File: src/rtl/delivery_pkg.sv
// Shared types for the delivery truck dispatcher: controller states, delivery
// outcome and the supported requester ceiling.
package delivery_pkg;

    localparam int NUM_REQ_MAX = 8;

    typedef enum logic [2:0] {
        S_IDLE,
        S_CUSTOMS,
        S_LOAD,
        S_TRANSIT,
        S_DONE,
        S_FAIL
    } dlv_state_e;

    typedef enum logic {
        DLV_OK,
        DLV_FAIL
    } dlv_outcome_e;

    // Terminal state reached once a shipment has resolved one way or the other.
    function automatic dlv_state_e outcome_state(input dlv_outcome_e outcome);
        return (outcome == DLV_OK) ? S_DONE : S_FAIL;
    endfunction

endpackage

File: src/rtl/delivery_rr_arbiter.sv
// Combinational round-robin pick: first set request strictly after last_grant,
// wrapping modulo NUM_REQ. The controller registers the result.
module delivery_rr_arbiter #(
    parameter int NUM_REQ = 4,
    localparam int IDX_W  = $clog2(NUM_REQ)
) (
    input  logic [NUM_REQ-1:0] req,
    input  logic [IDX_W-1:0]   last_grant,
    output logic [NUM_REQ-1:0] grant,
    output logic [IDX_W-1:0]   grant_idx,
    output logic               any
);

    logic [IDX_W-1:0] cand;

    // NOTE: every output and temporary gets a default first so no path leaves one unassigned (no latches).
    always_comb begin
        grant     = '0;
        grant_idx = '0;
        any       = 1'b0;
        cand      = '0;
        // Offset 1 first, so the previous owner is considered last.
        for (int i = 1; i <= NUM_REQ; i++) begin
            cand = IDX_W'((int'(last_grant) + i) % NUM_REQ);
            if (!any && req[cand]) begin
                any       = 1'b1;
                grant_idx = cand;
                grant     = NUM_REQ'(1) << cand;
            end
        end
    end

endmodule

File: src/rtl/delivery_dispatch_ctrl.sv
// Round-robin owner of the shared delivery truck; walks each shipment through
// customs, loading and transit. Define DELIVERY_TIMEOUT_EN for a per-wait-state abort.
module delivery_dispatch_ctrl
    import delivery_pkg::*;
#(
    parameter int NUM_REQ    = 4,
    parameter int WAIT_LIMIT = 15
) (
    input  logic                       clk,
    input  logic                       rst,
    input  logic [NUM_REQ-1:0]         req,
    input  logic                       customs_cleared,
    input  logic                       transit_ready,
    input  logic                       arrived_on_truck,
    output logic [NUM_REQ-1:0]         grant,
    output logic [$clog2(NUM_REQ)-1:0] grant_id,
    output logic                       busy,
    output logic                       delivery_confirmed,
    output logic                       delivery_failed,
    output logic [$clog2(NUM_REQ)-1:0] done_id
);

    localparam int IDX_W = $clog2(NUM_REQ);

    if (NUM_REQ < 2 || NUM_REQ > NUM_REQ_MAX || WAIT_LIMIT < 1) begin : g_cfg_check
        $error("delivery_dispatch_ctrl: NUM_REQ or WAIT_LIMIT out of range");
    end

    dlv_state_e         state_q, state_d;
    logic [NUM_REQ-1:0] grant_q, grant_d;
    logic [IDX_W-1:0]   grant_id_q, grant_id_d;
    logic [IDX_W-1:0]   last_grant_q, last_grant_d;
    logic [IDX_W-1:0]   done_id_q, done_id_d;
    logic               busy_q, busy_d;
    logic               confirmed_q, confirmed_d;
    logic               failed_q, failed_d;

    logic [NUM_REQ-1:0] arb_grant;
    logic [IDX_W-1:0]   arb_idx;
    logic               arb_any;
    logic               owner_req;
    logic               in_wait;
    logic               timeout;
    dlv_outcome_e       arrival_outcome;

    delivery_rr_arbiter #(
        .NUM_REQ(NUM_REQ)
    ) u_arbiter (
        .req       (req),
        .last_grant(last_grant_q),
        .grant     (arb_grant),
        .grant_idx (arb_idx),
        .any       (arb_any)
    );

    assign owner_req       = |(req & grant_q);
    assign in_wait         = state_q inside {S_CUSTOMS, S_LOAD, S_TRANSIT};
    assign arrival_outcome = (customs_cleared && transit_ready) ? DLV_OK : DLV_FAIL;

`ifdef DELIVERY_TIMEOUT_EN
    localparam int CNT_W = $clog2(WAIT_LIMIT + 1);

    logic [CNT_W-1:0] wait_cnt_q, wait_cnt_d;

    assign timeout = (wait_cnt_q == CNT_W'(WAIT_LIMIT));
`else
    assign timeout = 1'b0;
`endif

    always_comb begin
        state_d      = state_q;
        grant_d      = grant_q;
        grant_id_d   = grant_id_q;
        last_grant_d = last_grant_q;

        // Owner abort outranks progress; progress outranks timeout.
        case (state_q)
            S_IDLE: begin
                if (arb_any) begin
                    state_d      = S_CUSTOMS;
                    grant_d      = arb_grant;
                    grant_id_d   = arb_idx;
                    last_grant_d = arb_idx;
                end
            end
            S_CUSTOMS: begin
                if (!owner_req)           state_d = S_FAIL;
                else if (customs_cleared) state_d = S_LOAD;
                else if (timeout)         state_d = S_FAIL;
            end
            S_LOAD: begin
                if (!owner_req)                             state_d = S_FAIL;
                else if (transit_ready && customs_cleared)  state_d = S_TRANSIT;
                else if (timeout)                           state_d = S_FAIL;
            end
            S_TRANSIT: begin
                if (!owner_req)            state_d = S_FAIL;
                else if (arrived_on_truck) state_d = outcome_state(arrival_outcome);
                else if (timeout)          state_d = S_FAIL;
            end
            S_DONE, S_FAIL: begin
                state_d    = S_IDLE;
                grant_d    = '0;
                grant_id_d = '0;
            end
            default: begin
                state_d    = S_IDLE;
                grant_d    = '0;
                grant_id_d = '0;
            end
        endcase

        // Outputs are registered copies of what the next state implies.
        busy_d      = (state_d != S_IDLE);
        confirmed_d = (state_d == S_DONE);
        failed_d    = (state_d == S_FAIL);
        done_id_d   = (confirmed_d || failed_d) ? grant_id_q : '0;

`ifdef DELIVERY_TIMEOUT_EN
        if (!in_wait || state_d != state_q) wait_cnt_d = '0;
        else if (timeout)                   wait_cnt_d = wait_cnt_q;
        else                                wait_cnt_d = wait_cnt_q + CNT_W'(1);
`endif
    end

    // NOTE: state registers use non-blocking assignments so every flop samples pre-edge values.
    always_ff @(posedge clk) begin
        if (rst) begin
            state_q      <= S_IDLE;
            grant_q      <= '0;
            grant_id_q   <= '0;
            last_grant_q <= IDX_W'(NUM_REQ - 1);
            done_id_q    <= '0;
            busy_q       <= 1'b0;
            confirmed_q  <= 1'b0;
            failed_q     <= 1'b0;
`ifdef DELIVERY_TIMEOUT_EN
            wait_cnt_q   <= '0;
`endif
        end else begin
            state_q      <= state_d;
            grant_q      <= grant_d;
            grant_id_q   <= grant_id_d;
            last_grant_q <= last_grant_d;
            done_id_q    <= done_id_d;
            busy_q       <= busy_d;
            confirmed_q  <= confirmed_d;
            failed_q     <= failed_d;
`ifdef DELIVERY_TIMEOUT_EN
            wait_cnt_q   <= wait_cnt_d;
`endif
        end
    end

    assign grant              = grant_q;
    assign grant_id           = grant_id_q;
    assign busy               = busy_q;
    assign delivery_confirmed = confirmed_q;
    assign delivery_failed    = failed_q;
    assign done_id            = done_id_q;

endmodule

File: config.mk
export PLATFORM = sky130hd
export DESIGN_NAME = delivery_dispatch_ctrl
export DESIGN_NICKNAME = d
export VERILOG_FILES = /design/src/rtl/delivery_pkg.sv /design/src/rtl/delivery_rr_arbiter.sv /design/src/rtl/delivery_dispatch_ctrl.sv
export SDC_FILE = /design/constraint.sdc
export NUM_CORES = 1
export LEC_CHECK = 0
export ABC_CLOCK_PERIOD_IN_PS = 5950
export CORE_MARGIN = 3
export CORE_UTILIZATION = 55
export DETAILED_ROUTE_END_ITERATION = 10
export PLACE_DENSITY = 0.92
export SETUP_SLACK_MARGIN = 0.02
export SYNTH_ARGS = -nofsm -noshare
export SYNTH_HDL_FRONTEND = slang
export SYNTH_SLANG_ARGS = --single-unit
File: constraint.sdc
create_clock -name clk -period 5.95 [get_ports clk]
set_input_delay 0.595 -clock clk [delete_from_list [all_inputs] [get_ports clk]]
set_output_delay 0.595 -clock clk [all_outputs]
set_load 0.02 [all_outputs]
==> impl_metrics.ini <==
[run_status]
outcome = completed

[timing]
tightest_slew_ns = 0.611
maxSlewViolCount = 0
fin_crit_ns = 3.01
holdWs_ns = 0.477
max-slew-margin-rel_pct = 59.2
hold_viol = 0
setup_ws_ns = 2.94
clock.fmax_ghz = 0.333
skew_ns = 0.00364
grt_setup_unrepaired = no
finalSetupViolations = 0
period_share_pct = 50.5
timing.setup.tns_ns = 0

[logic_synthesis]
ys_seq_area_share_pct = 28.8
ys_ff_latch = 16
synth_nets = 137
synth_cells = 120
synth.distinct_cells = 37
netlist_area_sq_mm = 0.00111
synth_warnings = 0
avgSynthCellArea_sq_um = 9.26

[placement]
globalplace.congestion = 0.875
postPlaceCellArea_sq_mm = 0.00130
hpwl_mm = 1.99
io_buffers = 19
place_ws_ns = 2.96

[floorplan]
initial_utilization_pct = 61.0
core-area_sq_mm = 0.00182
row_count = 15
die_w_um = 50.9
ios = 20
die_y_um = 50.9
dieArea_sq_mm = 0.00260

[cts]
htreeDepth = 1
clockBufferDepth = 2
post-cts-setup-buffers = 0
clock-sinks = 16
cts_tree = built
ctsHoldBuffers = 0
clk_latency_ns = 0.27
cts-root-buf = clkbuf_4
clk_pin_slew_ns = 0.09
cts-resized-gates = 0
cts-buffers-inserted = 3

[critical_path]
setup.worst_path.start_class = register
cp.arrival_ns = 3.15
rr_startpoint = last_grant_q[0]
cp_max_fo = 15
timing.rr.end = grant[3]
r2r_slack_ns = 2.94
crit_type = reg2reg
endpoint_kind = register
required_ns = 6.10
ff2ff_path_depth = 7

[layout]
drive_gt1_share_pct = 13.0
num_antenna_cells = 0
final_area_sq_mm = 0.00134
final_nets = 156
area.growth.synth_to_final_pct = 20.6

[power_and_ir_drop]
p_leak_uw = 0.000525
switching_share_pct = 46.1
internal-power_uw = 387
switching_power_uw = 331
p_comb_share_pct = 63.2
powerDensity_mw_per_mm2 = 536
p_clk_share_pct = 9.7
seqPwrFrac_pct = 27.1
vdd_drop_max_v = 0.000289

[routing]
num_vias = 979
route.detailed.drc = 0
drt-total-wl_mm = 2.48
routedWlPerCell_um = 15.2
drtAntennaViolNets = 0
drt_iter0_markers = 21
drtPass1Iterations = 4
via_per_inst = 6.01

[grt]
grt_pass1_wl_mm = 4.11
grt_max_degree = 16
grt-ovfl-total = 0
grt_util_all_layers_pct = 20.3
grt_pass1_vias = 923
grt_antenna_before_repair = 0

[worst_hold_path]
hold_start = grant_id[0]
hold_end = grant_id[0]
hp-class = reg2reg
holdPathStages = 2

[flow_run]
maxCapViolations = 0
-- worst max-delay path, cell delays in order, from the launching register on --
cell and delay [ns]:
dfxtp_1 0.72, inv_1 0.26, ha_1 0.54, mux4_2 0.63
nor2b_1 0.24, a221o_1 0.31, o211ai_1 0.11, a21oi_2 0.07
-- Yosys cell counts --
master | instances | area share, %
nor4_4 | 1 | 1.9
or4_1 | 1 | 0.68
nor2b_1 | 2 | 1.1
a211oi_1 | 1 | 0.68
and3_4 | 1 | 1.0
o21ai_0 | 4 | 1.8
or2_1 | 1 | 0.56
a221o_1 | 4 | 3.6
a22oi_1 | 4 | 2.7
mux4_1 | 1 | 2.4
and2_1 | 3 | 1.7
ha_1 | 8 | 9.0
nor3_1 | 2 | 0.90
inv_1 | 5 | 1.7
a21oi_2 | 4 | 3.2
nand3_1 | 2 | 0.90
o311ai_0 | 1 | 0.79
nor4_2 | 1 | 1.1
nand2_1 | 8 | 2.7
buf_6 | 1 | 1.0
nor2_1 | 9 | 3.0
a21oi_1 | 8 | 3.6
nor2_4 | 1 | 1.0
o21bai_2 | 1 | 1.0
or2_4 | 1 | 0.79
mux4_2 | 3 | 6.1
o211ai_1 | 6 | 4.1
buf_2 | 2 | 0.90
dfxtp_1 | 16 | 29
a31oi_1 | 1 | 0.56
mux2i_1 | 4 | 3.6
nand2b_1 | 2 | 1.1
and3_1 | 1 | 0.56
clkbuf_1 | 2 | 0.68
nor2_2 | 1 | 0.56
a22o_1 | 3 | 2.4
o21ai_1 | 4 | 1.8
-- layout by cell type, fill, tap and decap left out, types with 4 or more instances in the layout --
master and count:
nor2_1 9, nand2_1 8, a22oi_1 4, o211ai_1 6
o21ai_0 4, inv_1 5, o21ai_1 4, ha_1 8
mux2i_1 4, clkdlybuf4s50_1 19, a21oi_1 8, dfxtp_1 16
a21oi_2 4, a221o_1 4
-- power by group through the flow --
| stage | Clock [uW] | Combinational (uW) | Sequential [uW] |
|---|---|---|---|
| floorplan | 0 | 319 | 213 |
| global placement | 0 | 438 | 194 |
| detailed placement | 0 | 451 | 198 |
| CTS | 70.1 | 452 | 195 |
| global route | 75.5 | 494 | 203 |
| finish | 69.5 | 454 | 195 |
-- through the flow --
stage               power (uW)  std cells  util [%]
CTS                        716        163      73.6
floorplan                  531        120         -
global route               773        163      73.6
finish                     718        163      73.6
detailed placement         648        159      71.6
global placement           632        159      71.6
-- sequential cells by signal, summed over array words and instances (netlist names) --
register            flops
state_q                 3
done_id                 2
delivery_failed         1
grant                   4
last_grant_q            2
busy                    1
delivery_confirmed      1
grant_id                2
-- metal layers --
metal	part of all wire, %	track usage, %	up-vias
met5	0	0	-
met4	0.89	5.38	0
met3	4.0	1.17	2
met2	52	37.6	29
met1	43	25.4	463
li1	-	-	485
-- layout make-up --
class,count,area [sq um]
Multi-Input combinational cell,94,743
Fill cell,142,480
Sequential cell,16,320
Timing Repair Buffer,19,190
Clock buffer,4,36.3
Tap cell,25,31.3
Inverter,5,18.8
-- logic make-up after synthesis --
| logic type | count (synthesis) | synth area share [%] |
|---|---|---|
| AOI/OAI and AO/OA | 41 | 26.1 |
| adders and majority gates | 8 | 9.01 |
| muxes | 8 | 12.0 |
| DFF | 16 | 28.8 |
| buffers and inverters | 10 | 4.28 |
| and+or+nand+nor | 37 | 19.7 |
-- how the worst max path moves through the flow --
stage	from	to	slack (ns)	cells past startpoint
floorplan	last_grant_q[0]	grant[3]	3.42	9
global placement	last_grant_q[0]	grant[3]	3.02	7
detailed placement	last_grant_q[0]	grant[1]	2.96	8
CTS	last_grant_q[0]	grant[1]	2.93	8
global route	last_grant_q[0]	grant[0]	2.67	8
finish	last_grant_q[0]	grant[3]	2.94	7
No activity file was read; power rests on OpenSTA's default activity.
==> edit 1 (config.mk and constraints unchanged) <==
`NUM_REQ` is set to 4 in 2 places; all go to 8.
--- a/src/rtl/delivery_rr_arbiter.sv
+++ b/src/rtl/delivery_rr_arbiter.sv
@@ -1,7 +1,7 @@
 // Combinational round-robin pick: first set request strictly after last_grant,
 // wrapping modulo NUM_REQ. The controller registers the result.
 module delivery_rr_arbiter #(
-    parameter int NUM_REQ = 4,
+    parameter int NUM_REQ = 8,
     localparam int IDX_W  = $clog2(NUM_REQ)
 ) (
     input  logic [NUM_REQ-1:0] req,
--- a/src/rtl/delivery_dispatch_ctrl.sv
+++ b/src/rtl/delivery_dispatch_ctrl.sv
@@ -3,7 +3,7 @@
 module delivery_dispatch_ctrl
     import delivery_pkg::*;
 #(
-    parameter int NUM_REQ    = 4,
+    parameter int NUM_REQ    = 8,
     parameter int WAIT_LIMIT = 15
 ) (
     input  logic                       clk,
Interface: changed (resized done_id, grant, grant_id and req); port bits go from 20 to 30. The function was not compared with the original's and may differ.
==> edit 1 against the original RTL <==
- cell area grew 110%
- count of clock-buffer cells in the layout shrank 1
- maximum frequency fell by 35%
- total power rose to 2.6 times the old value
- first-iteration DRC count grew to 26 times the old value
- die area grew 110%
- cell count increased by 130%
- sequential cell count rose by 7
- wire length grew to 3.3 times the old value
- setup slack got worse by 1.7 ns
- non-clock buffer count rose by 13
- synthesized area grew 120%
- largest power group unchanged
==> edit 1: results (changes against the original RTL) <==
{
  "cp_slowest_stage_delay": {"value": 0.78, "unit": "ns", "change": "+0.06 ns"},
  "met2_usage": {"value": 46.3, "unit": "%", "change": "+8.7 points"},
  "route.detailed.wl_per_inst": {"value": 21.9, "unit": "µm", "change": "+44%"},
  "timing.reg2reg.setup_slack": {"value": 1.29, "unit": "ns", "change": "-1.65 ns"},
  "seq_area_share": {"value": 16.3, "unit": "%", "change": "-7.6 points"},
  "synth_mux_area_share": {"value": 19.7, "unit": "%", "change": "+7.7 points"},
  "endpoint_worst_hold": "grant_id[1]",
  "dr.first_iter.drc_count": {"value": 538, "change": "+2500%"},
  "commonest_cells_post_synth": "sky130_fd_sc_hd__nand2_1, sky130_fd_sc_hd__dfxtp_1, sky130_fd_sc_hd__o21ai_0",
  "number_of_flip_flops_in_the_largest_register": {"value": 8, "change": "+4"},
  "synth_nets": {"value": 329, "change": "+140%"},
  "grt.total_usage": {"value": 31.6, "unit": "%", "change": "+11 points"},
  "synth-compound-area-share": {"value": 28.0, "unit": "%", "change": "+1.8 points"},
  "maximum_number_of_pins_on_one_net_before_global_route_repair": {"value": 24, "change": "+8"},
  "clock_area_share": {"value": 1.64, "unit": "%", "change": "-1.1 points"},
  "ctsRootBufferMaster": "sky130_fd_sc_hd__clkbuf_8",
  "critical-path-top-delay-family": "simple AND/OR/NAND/NOR gates",
  "signal_buffer_area_fraction": {"value": 11.1, "unit": "%", "change": "-3.1 points"},
  "detailed_place_hpwl": {"value": 6020, "unit": "µm", "change": "+200%"},
  "total_via_count_after_detailed_routing": {"value": 2823, "change": "+190%"},
  "crit_path_max_fanout": {"value": 16, "change": "+1"},
  "port-buffer-count": {"value": 29, "change": "+10"},
  "reg2regPathDepth": {"value": 9, "change": "+2"},
  "clockBufferCount": {"value": 3, "change": "-1"},
  "number_of_instances_on_the_worst_hold_path": {"value": 1, "change": "-1"},
  "design.seq.count": {"value": 23, "change": "+7"},
  "worst-endpoint-arrival": {"value": 4.86, "unit": "ns", "change": "+1.71 ns"},
  "run_status": "completed",
  "power.clock.fraction": {"value": 5.2, "unit": "%", "change": "-4.5 points"},
  "internal-power": {"value": 828, "unit": "µW", "change": "+110%"},
  "fin_nets": {"value": 347, "change": "+120%"},
  "num-multi-input-gates": {"value": 256, "change": "+170%"},
  "nonClockBufferCount": {"value": 32, "change": "+13"},
  "post_synth_fa_ha_maj_area_fraction": {"value": 4.53, "unit": "%", "change": "-4.5 points"},
  "synth-xor-area-share": {"value": 1.06, "unit": "%", "change": "+1.1 points"},
  "multiInputGateArea": {"value": 1910, "unit": "µm²", "change": "+160%"},
  "share_of_synthesized_area_occupied_by_flip_flops_and_latches": {"value": 18.5, "unit": "%", "change": "-10 points"},
  "ys_types": {"value": 55, "change": "+49%"}
}
edit 1: changes by cell type in the layout (fill, tap and decap cells not counted), sizes merged, moves of 6 or more:
cell / change
dfxtp: +7
mux2: +6
nor4: +6
a21oi: +6
o31ai: +8
nand4: +7
o21ai: +14
nor2: +8
mux4: +11
nand2: +31
clkdlybuf4s50: +10
edit 1: per-stage QoR:
| stage | instance area, µm² | hold slack, ns | cells | power (µW) | setup WS [ns] |
|---|---|---|---|---|---|
| after global placement | 2780 | 0.471 | 370 | 1680 | 1.57 |
| after floorplan | 2490 | 0.517 | 307 | 1320 | 2.36 |
| final | 2820 | 0.491 | 374 | 1870 | 1.29 |
| after global routing | 2820 | 0.509 | 374 | 1990 | 0.907 |
| after detailed placement | 2780 | 0.466 | 370 | 1710 | 1.35 |
| after CTS | 2820 | 0.488 | 374 | 1810 | 1.32 |
edit 1: layer usage:
metal  part of all wire (%)  vias to the layer above
li1                       -                     1231
met1                     39                     1302
met4                    4.4                        0
met5                      0                        -
met2                     44                      246
met3                     13                       44
==> edit 2 (config.mk and constraints unchanged) <==
Made on the original files. Reset style: asynchronous (`rst`), changed in one clocked block.
--- a/src/rtl/delivery_dispatch_ctrl.sv
+++ b/src/rtl/delivery_dispatch_ctrl.sv
@@ -124,7 +124,7 @@
     end
 
     // NOTE: state registers use non-blocking assignments so every flop samples pre-edge values.
-    always_ff @(posedge clk) begin
+    always_ff @(posedge clk or posedge rst) begin
         if (rst) begin
             state_q      <= S_IDLE;
             grant_q      <= '0;
Formal check against the unedited RTL: differs if rst is asserted again (counterexample within 4 cycles, from zero or initial values and one cycle with rst high); with rst held inactive, the same outputs for 10 cycles.
==> edit 2 against the original RTL <==
- die area shrank 2.4%
- setup slack lost 0.079 ns
- cell area shrank 1.5%
- wire length shrank 5.6%
- clock power is essentially flat
- synthesized area shrank 2.7%
- count of clock-buffer cells in the layout is the same
- total power grew 5.7%
- sequential cell count is the same
- cell count shrank 11%
==> edit 2: results (changes against the original RTL) <==
{
  "regToRegStartpoint": "last_grant_q[0]",
  "crit_path_top_delay_cell": "sky130_fd_sc_hd__dfstp_2",
  "number_of_instances_on_the_worst_hold_path": {"value": 1, "change": "-1"},
  "met2_usage": {"value": 37.0, "unit": "%", "change": "-0.60 points"},
  "power.ir.vdd_worst": {"value": 0.335, "unit": "mV", "change": "+16%"},
  "asyncSetResetFlopFracSynth": {"value": 100, "unit": "%", "change": "+100 points"},
  "place.detailed.instances": {"value": 141, "change": "-11%"},
  "route.detailed.wl_per_inst": {"value": 16.1, "unit": "µm", "change": "+6.2%"},
  "timing.final.ws_setup": {"value": 2.86, "unit": "ns", "change": "-0.0794 ns"},
  "timing.hold.worst.start": "grant_id[1]",
  "endpoint_worst_hold": "done_id[1]",
  "critical_path.endpoint": "busy",
  "worstReg2RegEnd": "busy",
  "holdWs": {"value": 0.507, "unit": "ns", "change": "+0.0298 ns"},
  "routed_length_on_met3": {"value": 121, "unit": "µm", "change": "+23%"},
  "dr.first_iter.drc_count": {"value": 25, "change": "+19%"},
  "grt_pass1_vias": {"value": 868, "change": "-6.0%"},
  "run_status": "completed",
  "detail_route.vias_per_cell": {"value": 6.23, "change": "+3.7%"},
  "share_of_synthesized_area_occupied_by_flip_flops_and_latches": {"value": 37.3, "unit": "%", "change": "+8.4 points"},
  "internal-power": {"value": 417, "unit": "µW", "change": "+7.8%"},
  "global_route.usage.met1": {"value": 22.4, "unit": "%", "change": "-3.0 points"},
  "p_comb_share": {"value": 62.6, "unit": "%", "change": "-0.6 points"},
  "global_route_met3_utilization": {"value": 5.34, "unit": "%", "change": "+4.2 points"},
  "fin_worst_skew": {"value": 0.00266, "unit": "ns", "change": "-0.000984 ns"},
  "commonest_cells_post_synth": "sky130_fd_sc_hd__dfrtp_1, sky130_fd_sc_hd__ha_1, sky130_fd_sc_hd__nor3_1",
  "pwr.group.clock": {"value": 69.4, "unit": "µW", "change": "about the same"},
  "met2WireLength": {"value": 1270, "unit": "µm", "change": "-1.0%"},
  "worstHoldPathType": "reg -> reg",
  "detailed_place_hpwl": {"value": 1860, "unit": "µm", "change": "-6.3%"},
  "gp_congestion": {"value": 0.859, "change": "-1.8%"},
  "grt.total_usage": {"value": 19.8, "unit": "%", "change": "-0.53 points"},
  "synthTopCellsByArea": "sky130_fd_sc_hd__dfrtp_1, sky130_fd_sc_hd__ha_1, sky130_fd_sc_hd__mux4_2",
  "p_per_area": {"value": 575, "unit": "nW/µm²", "change": "+7.3%"},
  "synth_nets": {"value": 117, "change": "-15%"},
  "maximum_number_of_pins_on_one_net_before_global_route_repair": {"value": 17, "change": "+1"},
  "drive_above_1_share": {"value": 12.5, "unit": "%", "change": "-0.54 points"},
  "cp_slowest_stage_delay": {"value": 0.74, "unit": "ns", "change": "+0.02 ns"},
  "route.layer.met1.wl": {"value": 929, "unit": "µm", "change": "-13%"},
  "worst-endpoint-arrival": {"value": 3.25, "unit": "ns", "change": "+0.10 ns"},
  "leakage": {"value": 0.000556, "unit": "µW", "change": "+5.9%"}
}
==> edit 2: cell types whose count changed in the layout (fill, tap and decap cells not counted), sizes merged, moves of 4 or more <==
cell,before,now
a221oi,0,5
nand2,8,3
a21oi,12,5
nor2b,2,6
o21ai,8,4
dfxtp,16,0
dfrtp,0,14
a22oi,4,0
o211ai,6,0
nor2,11,3
nor3,2,7
==> edit 2: layout make-up <==
type	count	area [µm²]
clock buffer	4	36.3
fill	132	463
inverter	4	15.0
multi-input combinational	77	644
sequential	16	403
tap	25	31.3
timing repair buffer	19	190
==> edit 2: cell families (layout without fill, tap and decap cells) <==
logic type                 Yosys count  count (layout)  synth area share [%]
muxes                                7               7                  11.3
AOI/OAI and AO/OA                   29              29                  22.0
buffers and inverters                7              27                  3.12
DFF                                 16              16                  37.3
and+or+nand+nor                     32              32                  16.2
adders and majority gates            8               8                  9.26
xor gates and xnor gates             1               1                 0.810
